### config.mk
export PLATFORM = sky130hd
export DESIGN_NAME = load_store_unit_flat
export DESIGN_NICKNAME = d
export VERILOG_FILES = /design/src/rtl/load_store_unit_if.sv /design/src/rtl/load_store_unit.sv /design/src/flat_wrapper.sv
export SDC_FILE = /design/constraint.sdc
export NUM_CORES = 1
export LEC_CHECK = 0
export BUFFER_PORTS_ARGS = -buffer_cell sky130_fd_sc_hd__buf_2
export CAP_MARGIN = 5
export CELL_PAD_IN_SITES_DETAIL_PLACEMENT = 1
export CELL_PAD_IN_SITES_GLOBAL_PLACEMENT = 1
export CORE_ASPECT_RATIO = 0.8
export CORE_MARGIN = 1
export CORE_UTILIZATION = 41
export CTS_CLUSTER_DIAMETER = 100
export DETAILED_ROUTE_END_ITERATION = 6
export PLACE_DENSITY_LB_ADDON = 0.25
export SETUP_SLACK_MARGIN = 0.05
export SLEW_MARGIN = 20
export SYNTH_ARGS = -nofsm -noshare
export SYNTH_HDL_FRONTEND = slang
export SYNTH_SLANG_ARGS = --single-unit
### constraint.sdc
create_clock -name CLK -period 5.34 [get_ports CLK]
set_input_delay 0.267 -clock CLK [delete_from_list [all_inputs] [get_ports CLK]]
set_output_delay 0.267 -clock CLK [all_outputs]
set_load 0.01 [all_outputs]
### src/rtl/load_store_unit_if.sv
// Data-memory bus between the load/store unit (master) and a variable-latency
// memory (slave). Bus_Ack is a one-cycle completion strobe, and Bus_R_Data is valid with it.
interface load_store_unit_if #(
    parameter int ADDR_W = 32
);
    logic              Bus_Req;
    logic              Bus_We;
    logic [ADDR_W-1:0] Bus_Addr;
    logic [3:0]        Bus_Byte_En;
    logic [31:0]       Bus_W_Data;
    logic              Bus_Ack;
    logic [31:0]       Bus_R_Data;

    modport master (
        output Bus_Req, Bus_We, Bus_Addr, Bus_Byte_En, Bus_W_Data,
        input  Bus_Ack, Bus_R_Data
    );

    modport slave (
        input  Bus_Req, Bus_We, Bus_Addr, Bus_Byte_En, Bus_W_Data,
        output Bus_Ack, Bus_R_Data
    );
endinterface

### src/rtl/load_store_unit.sv
// Memory-stage load/store unit: lane steering, byte enables, misalignment check,
// load extension and a bus timeout. The pipeline is stalled until the access completes.
module load_store_unit #(
    parameter int TIMEOUT_CYCLES = 16,
    parameter int ADDR_W         = 32
) (
    input  logic                CLK,
    input  logic                RST,
    input  logic                MEM_R_En_M,
    input  logic                MEM_W_En_M,
    input  logic [2:0]          MEM_Control_M,
    input  logic [31:0]         ALU_Result_M,
    input  logic [31:0]         REG_R_Data2_M,
    output logic [31:0]         Load_Data_M,
    output logic                Stall_M,
    output logic                Misaligned_M,
    output logic                Bus_Error_M,
    load_store_unit_if.master   bus
);
    localparam logic [2:0] MEM_BYTE              = 3'b000;
    localparam logic [2:0] MEM_HALFWORD          = 3'b001;
    localparam logic [2:0] MEM_WORD              = 3'b010;
    localparam logic [2:0] MEM_BYTE_UNSIGNED     = 3'b100;
    localparam logic [2:0] MEM_HALFWORD_UNSIGNED = 3'b101;

    localparam int CW = (TIMEOUT_CYCLES > 1) ? $clog2(TIMEOUT_CYCLES) : 1;

    typedef enum logic [1:0] {S_IDLE, S_REQ, S_DONE} state_t;
    state_t state, state_nxt;

    logic              acc, we_in, is_byte, is_half, mis;
    logic [1:0]        off;
    logic [3:0]        be_in;
    logic [31:0]       wd_in;

    logic [ADDR_W-1:0] addr_q;
    logic [2:0]        ctrl_q;
    logic [1:0]        off_q;
    logic              we_q;
    logic [3:0]        be_q;
    logic [31:0]       wd_q;
    logic [31:0]       load_q;
    logic              err_q;
    logic [CW-1:0]     cnt;
    logic              tmo_hit;
    logic [31:0]       lane, ext;

    // Request decode; any encoding that is not byte or half sizes as a word
    always_comb begin
        acc     = MEM_R_En_M | MEM_W_En_M;
        we_in   = MEM_W_En_M;
        off     = ALU_Result_M[1:0];
        is_byte = (MEM_Control_M == MEM_BYTE) || (MEM_Control_M == MEM_BYTE_UNSIGNED);
        is_half = (MEM_Control_M == MEM_HALFWORD) || (MEM_Control_M == MEM_HALFWORD_UNSIGNED);
        mis     = acc && ((is_half && off[0]) || (!is_byte && !is_half && (off != 2'b00)));
        if (is_byte)      be_in = 4'b0001 << off;
        else if (is_half) be_in = off[1] ? 4'b1100 : 4'b0011;
        else              be_in = 4'b1111;
        if (!we_in)       wd_in = 32'h0;
        else if (is_byte) wd_in = {4{REG_R_Data2_M[7:0]}};
        else if (is_half) wd_in = {2{REG_R_Data2_M[15:0]}};
        else              wd_in = REG_R_Data2_M;
    end

    always_comb begin
        lane = bus.Bus_R_Data >> {off_q, 3'b000};
        case (ctrl_q)
            MEM_BYTE:              ext = {{24{lane[7]}}, lane[7:0]};
            MEM_BYTE_UNSIGNED:     ext = {24'h0, lane[7:0]};
            MEM_HALFWORD:          ext = {{16{lane[15]}}, lane[15:0]};
            MEM_HALFWORD_UNSIGNED: ext = {16'h0, lane[15:0]};
            default:               ext = lane;
        endcase
    end

    // cnt holds the number of REQ cycles already elapsed
    assign tmo_hit = (TIMEOUT_CYCLES != 0) && (cnt == CW'(TIMEOUT_CYCLES - 1));

    always_ff @(posedge CLK or posedge RST) begin
        if (RST) state <= S_IDLE;
        else     state <= state_nxt;
    end

    always_comb begin
        state_nxt = state;
        case (state)
            S_IDLE:  if (acc && !mis) state_nxt = S_REQ;
            S_REQ:   if (bus.Bus_Ack || tmo_hit) state_nxt = S_DONE;
            S_DONE:  state_nxt = S_IDLE;
            default: state_nxt = S_IDLE;
        endcase
    end

    always_comb begin
        bus.Bus_Req     = (state == S_REQ);
        bus.Bus_We      = (state == S_REQ) ? we_q : 1'b0;
        bus.Bus_Addr    = (state == S_REQ) ? addr_q : '0;
        bus.Bus_Byte_En = (state == S_REQ) ? be_q : 4'h0;
        bus.Bus_W_Data  = (state == S_REQ) ? wd_q : 32'h0;
        Stall_M         = 1'b0;
        if (!RST) begin
            if (state == S_IDLE)     Stall_M = acc && !mis;
            else if (state == S_REQ) Stall_M = 1'b1;
        end
        Misaligned_M    = !RST && (state == S_IDLE) && mis;
        // A misaligned load must hand zero to writeback even though load_q still holds
        Load_Data_M     = ((state == S_IDLE) && mis) ? 32'h0 : load_q;
        Bus_Error_M     = err_q;
    end

    always_ff @(posedge CLK or posedge RST) begin
        if (RST) begin
            addr_q <= '0;
            ctrl_q <= 3'b0;
            off_q  <= 2'b0;
            we_q   <= 1'b0;
            be_q   <= 4'h0;
            wd_q   <= 32'h0;
            load_q <= 32'h0;
            err_q  <= 1'b0;
            cnt    <= '0;
        end else begin
            case (state)
                S_IDLE: begin
                    cnt <= '0;
                    if (acc && !mis) begin
                        addr_q <= {ALU_Result_M[ADDR_W-1:2], 2'b00};
                        ctrl_q <= MEM_Control_M;
                        off_q  <= off;
                        we_q   <= we_in;
                        be_q   <= be_in;
                        wd_q   <= wd_in;
                    end
                end
                S_REQ: begin
                    cnt <= cnt + 1'b1;
                    if (bus.Bus_Ack) begin
                        load_q <= ext;
                    end else if (tmo_hit) begin
                        load_q <= 32'h0;
                        err_q  <= 1'b1;
                    end
                end
                S_DONE:  err_q <= 1'b0;
                default: ;
            endcase
        end
    end
endmodule

### src/flat_wrapper.sv
// flat-port wrapper written by rule: the top's interface ports become plain ports
module load_store_unit_flat 
#(
    parameter int TIMEOUT_CYCLES = 16,
    parameter int ADDR_W         = 32
)
  (CLK, RST, MEM_R_En_M, MEM_W_En_M, MEM_Control_M, ALU_Result_M, REG_R_Data2_M, Load_Data_M, Stall_M, Misaligned_M, Bus_Error_M, bus_Bus_Req, bus_Bus_We, bus_Bus_Addr, bus_Bus_Byte_En, bus_Bus_W_Data, bus_Bus_Ack, bus_Bus_R_Data);
  load_store_unit_if #(.ADDR_W(ADDR_W)) bus_i ();
  input  logic CLK;
  input  logic RST;
  input  logic MEM_R_En_M;
  input  logic MEM_W_En_M;
  input  logic [2:0] MEM_Control_M;
  input  logic [31:0] ALU_Result_M;
  input  logic [31:0] REG_R_Data2_M;
  output logic [31:0] Load_Data_M;
  output logic Stall_M;
  output logic Misaligned_M;
  output logic Bus_Error_M;
  output wire logic [$bits(bus_i.Bus_Req)-1:0] bus_Bus_Req;
  output wire logic [$bits(bus_i.Bus_We)-1:0] bus_Bus_We;
  output wire logic [$bits(bus_i.Bus_Addr)-1:0] bus_Bus_Addr;
  output wire logic [$bits(bus_i.Bus_Byte_En)-1:0] bus_Bus_Byte_En;
  output wire logic [$bits(bus_i.Bus_W_Data)-1:0] bus_Bus_W_Data;
  input wire logic [$bits(bus_i.Bus_Ack)-1:0] bus_Bus_Ack;
  input wire logic [$bits(bus_i.Bus_R_Data)-1:0] bus_Bus_R_Data;
  assign bus_Bus_Req = bus_i.Bus_Req;
  assign bus_Bus_We = bus_i.Bus_We;
  assign bus_Bus_Addr = bus_i.Bus_Addr;
  assign bus_Bus_Byte_En = bus_i.Bus_Byte_En;
  assign bus_Bus_W_Data = bus_i.Bus_W_Data;
  assign bus_i.Bus_Ack = bus_Bus_Ack;
  assign bus_i.Bus_R_Data = bus_Bus_R_Data;
  load_store_unit #(.TIMEOUT_CYCLES(TIMEOUT_CYCLES), .ADDR_W(ADDR_W)) u_core (.CLK(CLK), .RST(RST), .MEM_R_En_M(MEM_R_En_M), .MEM_W_En_M(MEM_W_En_M), .MEM_Control_M(MEM_Control_M), .ALU_Result_M(ALU_Result_M), .REG_R_Data2_M(REG_R_Data2_M), .Load_Data_M(Load_Data_M), .Stall_M(Stall_M), .Misaligned_M(Misaligned_M), .Bus_Error_M(Bus_Error_M), .bus(bus_i));
endmodule
* Word-level counts from Yosys, hierarchy flattened
Cells that the tools add are included.
Word-level totals: register bits 111, bits of input ports 104, output and inout port bits 105
Operators by class: equal/unequal tests 13, mux-type cells 24, bitwise operators 1, reductions and logical operators 27, add/sub/neg operators 1, shift-type cells 2
Operators by type and width (count):
- $mux W32 | 8
- $pmux W32 S4 | 1
- $shr A32 B5 Y32 | 1
- $mux W4 | 4
- $eq A3 B3 Y1 const B | 4
- $logic_and A1 B1 Y1 | 8
- $pmux W4 S2 | 1
- $reduce_bool A2 Y1 | 4
- $eq A3 B1 Y1 const B | 2
- $logic_not A3 Y1 | 2
- $mux W1 | 6
- $ne A2 B1 Y1 const B | 3
- $reduce_and A2 Y1 | 3
- $add A4 B1 Y4 const B | 1
- $eq A4 B4 Y1 const B | 1
- $logic_not A1 Y1 | 4
- $logic_or A1 B1 Y1 | 4
- $mux W2 | 2
- $pmux W2 S2 | 1
- $shl A1 B2 Y4 const A | 1
- $reduce_and A3 Y1 | 1
- $eq A2 B1 Y1 const B | 1
- $eq A2 B2 Y1 const B | 1
- $logic_not A2 Y1 | 1
- other kinds (3) | 3

* Longest topological paths before layout
Gate-level depths: netlist of run 1.
depth in word-level cells 11, gate-level depth with buffers 9, mapped depth without buffers 6

* Worst setup path before layout of run 1
No wires, ideal clock.
path type input to output, start in MEM_Control_M[0], end out Load_Data_M[10], stages on the path 7, slack 3.405 ns, path buffers 3, arrival 1.668 ns, required time 5.073 ns, cells stage by stage clkbuf_1 nor2_1 buf_2 or2_2 nor2_1 clkbuf_1 nor2b_1
Between the ends: longest elaborated chain between the ends 9, elaborated cells between the ends (all ways) 15
RTL lines:
- start: declaration | RTL line flat_wrapper.sv:13 | input logic [2:0] MEM_Control_M;
- $eq A3 B3 Y1, or another cell as far along | RTL line load_store_unit.sv:53 | is_byte = (MEM_Control_M == MEM_BYTE) || (MEM_Control_M == MEM_BYTE_UNSIGNED);
- $logic_or A1 B1 Y1 (on tied branches) | RTL line load_store_unit.sv:53, load_store_unit.sv:54
- $logic_not A1 Y1 | RTL line load_store_unit.sv:55 | mis = acc && ((is_half && off[0]) || (!is_byte && !is_half && (off != 2'b00)));
- $logic_and A1 B1 Y1 (2 in a row) | RTL line load_store_unit.sv:55
- $logic_or A1 B1 Y1 (*) | RTL line load_store_unit.sv:55
- $logic_and A1 B1 Y1 (*) | RTL line load_store_unit.sv:55
- $logic_and A1 B1 Y1 (*) | RTL line load_store_unit.sv:107 | Load_Data_M = ((state == S_IDLE) && mis) ? 32'h0 : load_q;
- $mux W32 (*) | RTL line load_store_unit.sv:107
- end: declaration | RTL line flat_wrapper.sv:16 | output logic [31:0] Load_Data_M;
Mark *: on every way between the ends. The rest lies on a longest branch, timed or not.

* Final worst setup path of run 1
start reg u_core.state[1], end reg u_core.load_q[29]
Between the ends: longest elaborated chain between the ends 2
RTL lines:
- start: declaration | RTL line load_store_unit.sv:29 | state_t state, state_nxt;
- start signal: assignment | RTL line load_store_unit.sv:81 | else state <= state_nxt;
- $eq A2 B1 Y1 | RTL line load_store_unit.sv:123 | case (state)
- $reduce_and A2 Y1 (no source line)
- end signal: assignment | RTL line load_store_unit.sv:138 | load_q <= ext;
- end: declaration | RTL line load_store_unit.sv:42 | logic [31:0] load_q;
Every way passes these cells. A chain may end at the register's enable or synchronous reset.

==> results_dict.tcl, run 1 <==
set metrics [dict create \
    leakagePower_nw 3.664 \
    maxSlewHeadroom_pct 29.70 \
    nNetsFinal 848 \
    setup-violations-final 0 \
    grt.overflow.total 0 \
    drc 0 \
    reg2reg_from "u_core.state[1]" \
    vias_per_cell 5.279 \
    ant_nets 0 \
    synth_area_sq_um 5864 \
    dpl.cell_count 912 \
    core_sq_um 13740 \
    synth_edf_count 0 \
    critPathMaxFanout 72 \
    wl_per_cell_um 18.29 \
    synth_xor_area_share_pct 0.2987 \
    grt_pass1_vias 5034 \
    worstHoldPathType "in -> async" \
    cts_tree "yes" \
    synth_seq_cells 111 \
    clk_latency_ps 360 \
    synth_area_leader_cell "dfrtp_1" \
    drv_slew 0 \
    synth-simple-area-share_pct 18.31 \
    finalHoldViolCount 0 \
    synth_mux_area_share_pct 15.47 \
    port_buffers 206 \
    worstMarginPinSlew_ps 1051 \
    final_cells 928 \
    start_util_pct 42.68 \
    cp.arrival_ps 3060 \
    die_w_um 135.7 \
    peakVddDrop_mv 0.1966 \
    finClkSkew_ps 8.396 \
    start_kind "register" \
    syn_avg_cell_area_sq_um 10.23 \
    vias 4899 \
    htreeDepth 3 \
    die-area_sq_um 14790 \
    worstSetupEndpoint "u_core.load_q[29]" \
    rsz0062_at_grt "no" \
    path_class "reg -> reg" \
    post-synth-top-area-fraction_pct 47.37 \
    period_needed_ps 2827 \
    synth-adder-area-share_pct 0.2134 \
    area_growth_pct 23.38 \
    cts_buffers 9 \
    grt_pass1_wl_mm 26.77 \
    r2r_cells 5 \
    dpl.hpwl_mm 12.18 \
    drt_pass1_iterations 4 \
    gp_congestion 0.7703 \
    antenna_found_initial 0 \
    clk_path_buf_depth 2 \
    clkTransAtPathRegs_ps 70 \
    powerDensity_nw_per_um2 470.1 \
    antenna_cells 0 \
    synth.area.top_cells "dfrtp_1, mux2_2, and2_1" \
    drt_iter0_drc 276 \
    grt_max_degree 81 \
    drive_above_1_share_pct 37.17 \
    status "complete, no violations" \
    routed_wl_mm 16.97 \
    fmax_mhz 353.7 \
    hold_buffers 0 \
    cts_resized 0 \
    timing.final.crit_share_pct 52.94 \
    synth_top_family_by_area "simple AND/OR/NAND/NOR gates" \
    yosys_warnings 0 \
    postCtsSetupRepairBufs 0 \
    rrSetupSlack_ps 2510 \
    rows 38 \
    r2r-end "u_core.load_q[29]" \
    cts.sinks 111 \
    netlist_instances 573 \
    track_usage_pct 23.54 \
    required_ps 5570 \
    fin_tns_setup_ps 0 \
    startpoint "u_core.state[1]" \
    synthArstFlopShare_pct 100.0 \
    clockRootBuffer "clkbuf_16" \
    endpoint_kind "register" \
    ys_types 40 \
    synth_compound_area_share_pct 13.95 \
    cap_violations 0 \
    ys_seq_area_share_pct 47.37 \
    pin_count 209 \
    total_power_mw 3.401 \
    ys.flop_type "dfrtp_1" \
    die_h_um 109.0 \
]
==> through the flow <==
step | hold WS (ps) | util [%] | area, sq um | worst slack [ps]
finish | 75.62 | 52.66 | 7236 | 2513
global route | 130.6 | 52.66 | 7236 | 2275
CTS | 104.1 | 52.60 | 7228 | 2089
detailed placement | 462.2 | 50.51 | 6940 | 2101
global placement | 454.5 | 50.51 | 6940 | 2240
floorplan | 363.7 | - | 5868 | 2142
==> layout make-up <==
| class | count | area, sq um |
|---|---|---|
| well taps | 180 | 225.2 |
| inverters | 6 | 25.02 |
| repair buffers | 210 | 1074 |
| fillers | 1622 | 6505 |
| clock inverters | 2 | 13.76 |
| clock buffers | 14 | 274.0 |
| flip-flops and latches | 111 | 2778 |
| multi-input cells | 405 | 2846 |
==> layer usage <==
layer	track usage [%]	wire length [um]
met2	37.39	7938
met4	5.698	170
met3	5.672	1210
met5	0	0
met1	32.28	7650
==> power breakdown <==
group	internal [mW]	switching [mW]	leakage (nW)
Sequential	1.17	0.223	1.40
Combinational	0.651	0.689	2.12
Clock	0.356	0.311	0.143
==> synth_stat cells (5+ instances only) <==
master	instances
a22o_1	11
o2bb2ai_1	9
mux2i_1	40
buf_1	6
nand3b_1	9
nor2b_1	33
buf_2	11
a221o_1	16
nor2_1	7
mux2_2	43
inv_1	5
dfrtp_1	111
a21oi_1	11
and2_1	68
clkbuf_1	31
nand2_1	71
o31ai_1	17
o21ai_0	43
==> placed cells by master (no fill, tap or decap), types with 6 or more instances in the layout <==
cell / instances
o2bb2ai_1: 9
nand2_1: 70
o21ai_0: 43
buf_2: 206
nor2b_1: 33
dfrtp_1: 111
and2_1: 68
a221o_1: 16
a21oi_1: 11
mux2_2: 43
a22o_1: 11
mux2i_1: 40
o31ai_1: 17
nand3b_1: 9
clkbuf_16: 9
nor2_1: 6
==> worst max-delay path, cell delays in order, from the launching register on <==
cell	delay [ps]
dfrtp_1	480
inv_1	140
nand2_1	130
inv_2	750
nand2_2	660
a221o_1	530
==> worst min-delay path by stage <==
stage / from / to / slack [ps] / depth (start not counted)
6_report: RST / u_core.wd_q[26] / 80 / 2
5_1_grt: RST / u_core.wd_q[26] / 130 / 2
4_1_cts: RST / u_core.wd_q[26] / 100 / 2
3_5_place_dp: u_core.wd_q[15] / u_core.wd_q[15] / 460 / 2
3_3_place_gp: u_core.wd_q[5] / u_core.wd_q[5] / 450 / 2
2_1_floorplan: bus_Bus_Ack / u_core.Bus_Error_M / 360 / 1
==> cell families after synthesis <==
logic type | count (synthesis)
buffers and inverters | 58
other | 1
flip-flops | 111
AND/OR/NAND/NOR | 199
adder cells (fa/ha/maj) | 1
AO/OA/AOI/OAI | 117
XOR/XNOR | 2
multiplexers | 84
==> registers in the layout, summed over array words and instances, names as in the netlist <==
signal              cells
u_core.load_q          32
u_core.wd_q            32
u_core.addr_q          30
u_core.be_q             4
u_core.cnt              4
u_core.ctrl_q           3
u_core.off_q            2
u_core.state            2
u_core.Bus_Error_M      1
u_core.we_q             1
Note: power is estimated with default switching activity, not from simulation.
==> inputs of run 2 (changes only) <==
--- a/config.mk
+++ b/config.mk
@@ -11,7 +11,7 @@
 export CELL_PAD_IN_SITES_GLOBAL_PLACEMENT = 1
 export CORE_ASPECT_RATIO = 0.8
 export CORE_MARGIN = 1
-export CORE_UTILIZATION = 41
+export CORE_UTILIZATION = 34
 export CTS_CLUSTER_DIAMETER = 100
 export DETAILED_ROUTE_END_ITERATION = 6
 export PLACE_DENSITY_LB_ADDON = 0.25
==> constraint.sdc (replaced) <==
create_clock -name CLK -period 2.55 [get_ports CLK]
set_input_delay 0.1275 -clock CLK [delete_from_list [all_inputs] [get_ports CLK]]
set_output_delay 0.1275 -clock CLK [all_outputs]
set_load 0.01 [all_outputs]
==> run 2 against run 1 <==
Effect of this change:
- final cell count up 6.7%
- critical path type is now reg -> out
- count of clock-buffer cells in the layout down 2
- power up 110%
- hold slack worse by 61 ps
- clock power up 130%
- global-route usage down 3.0 points
- largest power group is now combinational cells
- register-to-register slack worse by 2000 ps
- combinational power up 120%
- sequential share of layout area down 1.5 points
==> results_dict.tcl, run 2 (synthesis results as in run 1) <==
set metrics [dict create \
    antenna_found_initial 0 \
    postCtsSetupRepairBufs 0 \
    drt_iter0_drc 186 \
    core_sq_um 16710 \
    wl_per_cell_um 18.00 \
    grt.overflow.total 0 \
    port_buffers 206 \
    power.internal_mw 4.741 \
    status "complete, no violations" \
    pin_count 209 \
    worstHoldPathType "in -> reg" \
    fin_tns_setup_ps 0 \
    grt_pass1_vias 5236 \
    seq_area_sq_um 2778 \
    clockRootBuffer "clkbuf_16" \
    path_class "reg -> out" \
    p_sw_mw 2.551 \
    vias 5007 \
    peakVddDrop_mv 0.4093 \
    pwr-share-seq_pct 39.0 \
    routed_wl_mm 17.82 \
    vias_per_cell 5.058 \
    start_util_pct 35.09 \
    period_needed_ps 2195 \
    endpoint_kind "primary output" \
    p_comb_share_pct 40.1 \
    pwr-share-clk_pct 20.8 \
    cts_tree "yes" \
    nNetsFinal 871 \
    setup-violations-final 0 \
    ant_nets 0 \
    final_cell_mix "buf_2, dfrtp_1, nand2_1" \
    grt_pass1_wl_mm 28.23 \
    cts_resized 0 \
    gp_congestion 0.7724 \
    startpoint "u_core.state[1]" \
    die_w_um 148.8 \
    required_ps 2420 \
    grt_max_degree 103 \
    timing.final.crit_share_pct 86.07 \
    start_kind "register" \
    finClkSkew_ps 8.836 \
    critPathMaxFanout 32 \
    leakagePower_nw 3.771 \
    cts_buffers 9 \
    die-area_sq_um 17780 \
    track_usage_pct 20.51 \
    p_sw_share_pct 34.99 \
    rsz0062_at_grt "no" \
    clk_path_buf_depth 2 \
    multi_input_comb_area_sq_um 2839 \
    area_growth_pct 28.38 \
    drt_pass1_iterations 4 \
    n_fill_cell 1924 \
    fmax_mhz 455.6 \
    final_common_cell "buf_2" \
    finalHoldViolCount 0 \
    rows 42 \
    min_from "ALU_Result_M[29]" \
    htreeDepth 3 \
    worstMarginPinSlew_ps 606.9 \
    final_util_pct 45.05 \
    hold_ws_ps 14.74 \
    largest_registers "u_core.load_q: 32 flops, u_core.wd_q: 32 flops, u_core.addr_q: 30 flops" \
    dpl.hpwl_mm 12.67 \
    drv_slew 0 \
    antenna_cells 0 \
    powerDensity_nw_per_um2 968.6 \
    cts.sinks 111 \
    cp.arrival_ps 2070 \
    reg2reg_from "u_core.state[1]" \
    drive_above_1_share_pct 36.88 \
    drc 0 \
    die_h_um 119.5 \
    maxSlewHeadroom_pct 59.54 \
    hold_buffers 15 \
    clk_latency_ps 350 \
    cap_violations 0 \
    clkTransAtPathRegs_ps 70 \
]
-- run 2: path summary, 6_finish.rpt --
path                                     endpoint  slack (ps)  cells past startpoint
max in group asynchronous        u_core.load_q[4]        1410                      4
worst min register to register     u_core.wd_q[9]         480                      2
min in group asynchronous         u_core.wd_q[30]         370                      3
worst min-delay path            u_core.addr_q[29]          10                      2
worst max register to register  u_core.load_q[31]         530                      4
worst max-delay path               Load_Data_M[7]         360                      6
-- run 2: power groups by stage --
| stage | logic (mW) | clock network, mW | registers (mW) |
|---|---|---|---|
| 6_report | 2.93 | 1.52 | 2.85 |
| 5_1_grt | 3.23 | 1.63 | 2.94 |
| 4_1_cts | 2.97 | 1.58 | 2.85 |
| 3_5_place_dp | 2.93 | 0 | 2.88 |
| 3_3_place_gp | 2.84 | 0 | 2.83 |
| 2_1_floorplan | 2.06 | 0 | 2.70 |
-- run 2: final cells by class --
cell class,count,share of cell area [%]
clock buffer,12,3.274
clock inverter,3,0.8975
sequential,111,36.90
inverter,6,0.3490
tap,220,3.656
multi-input combinational,405,37.71
timing repair buffer,233,17.22
-- run 2: per-layer routing --
layer  GRT usage [%]  wire [um]  part of all wire, %  vias up
met2           32.13       8249                   46      156
met4           4.273        157                 0.88        0
met3           4.828       1078                  6.1       10
li1                -          -                    -     2364
met1           28.78       8331                   47     2477
met5               0          0                    0        -
-- run 2: worst max-delay path, stage by stage (launching register included) --
cell and delay (ps):
dfrtp_1 480, nor2_1 250, nand2_1 230, nor2_2 130, buf_4 330, nor2b_1 130
buf_2 160
-- run 2: per-stage QoR --
step           std cells  total power, mW  worst slack, ps  instance area (sq um)
2_1_floorplan        574            4.761            659.2                   5872
3_3_place_gp         960            5.669            644.5                   7064
3_5_place_dp         960            5.812            557.9                   7064
4_1_cts              990            7.392            320.3                   7528
5_1_grt              990            7.799            149.4                   7528
6_report             990            7.292            355.2                   7528
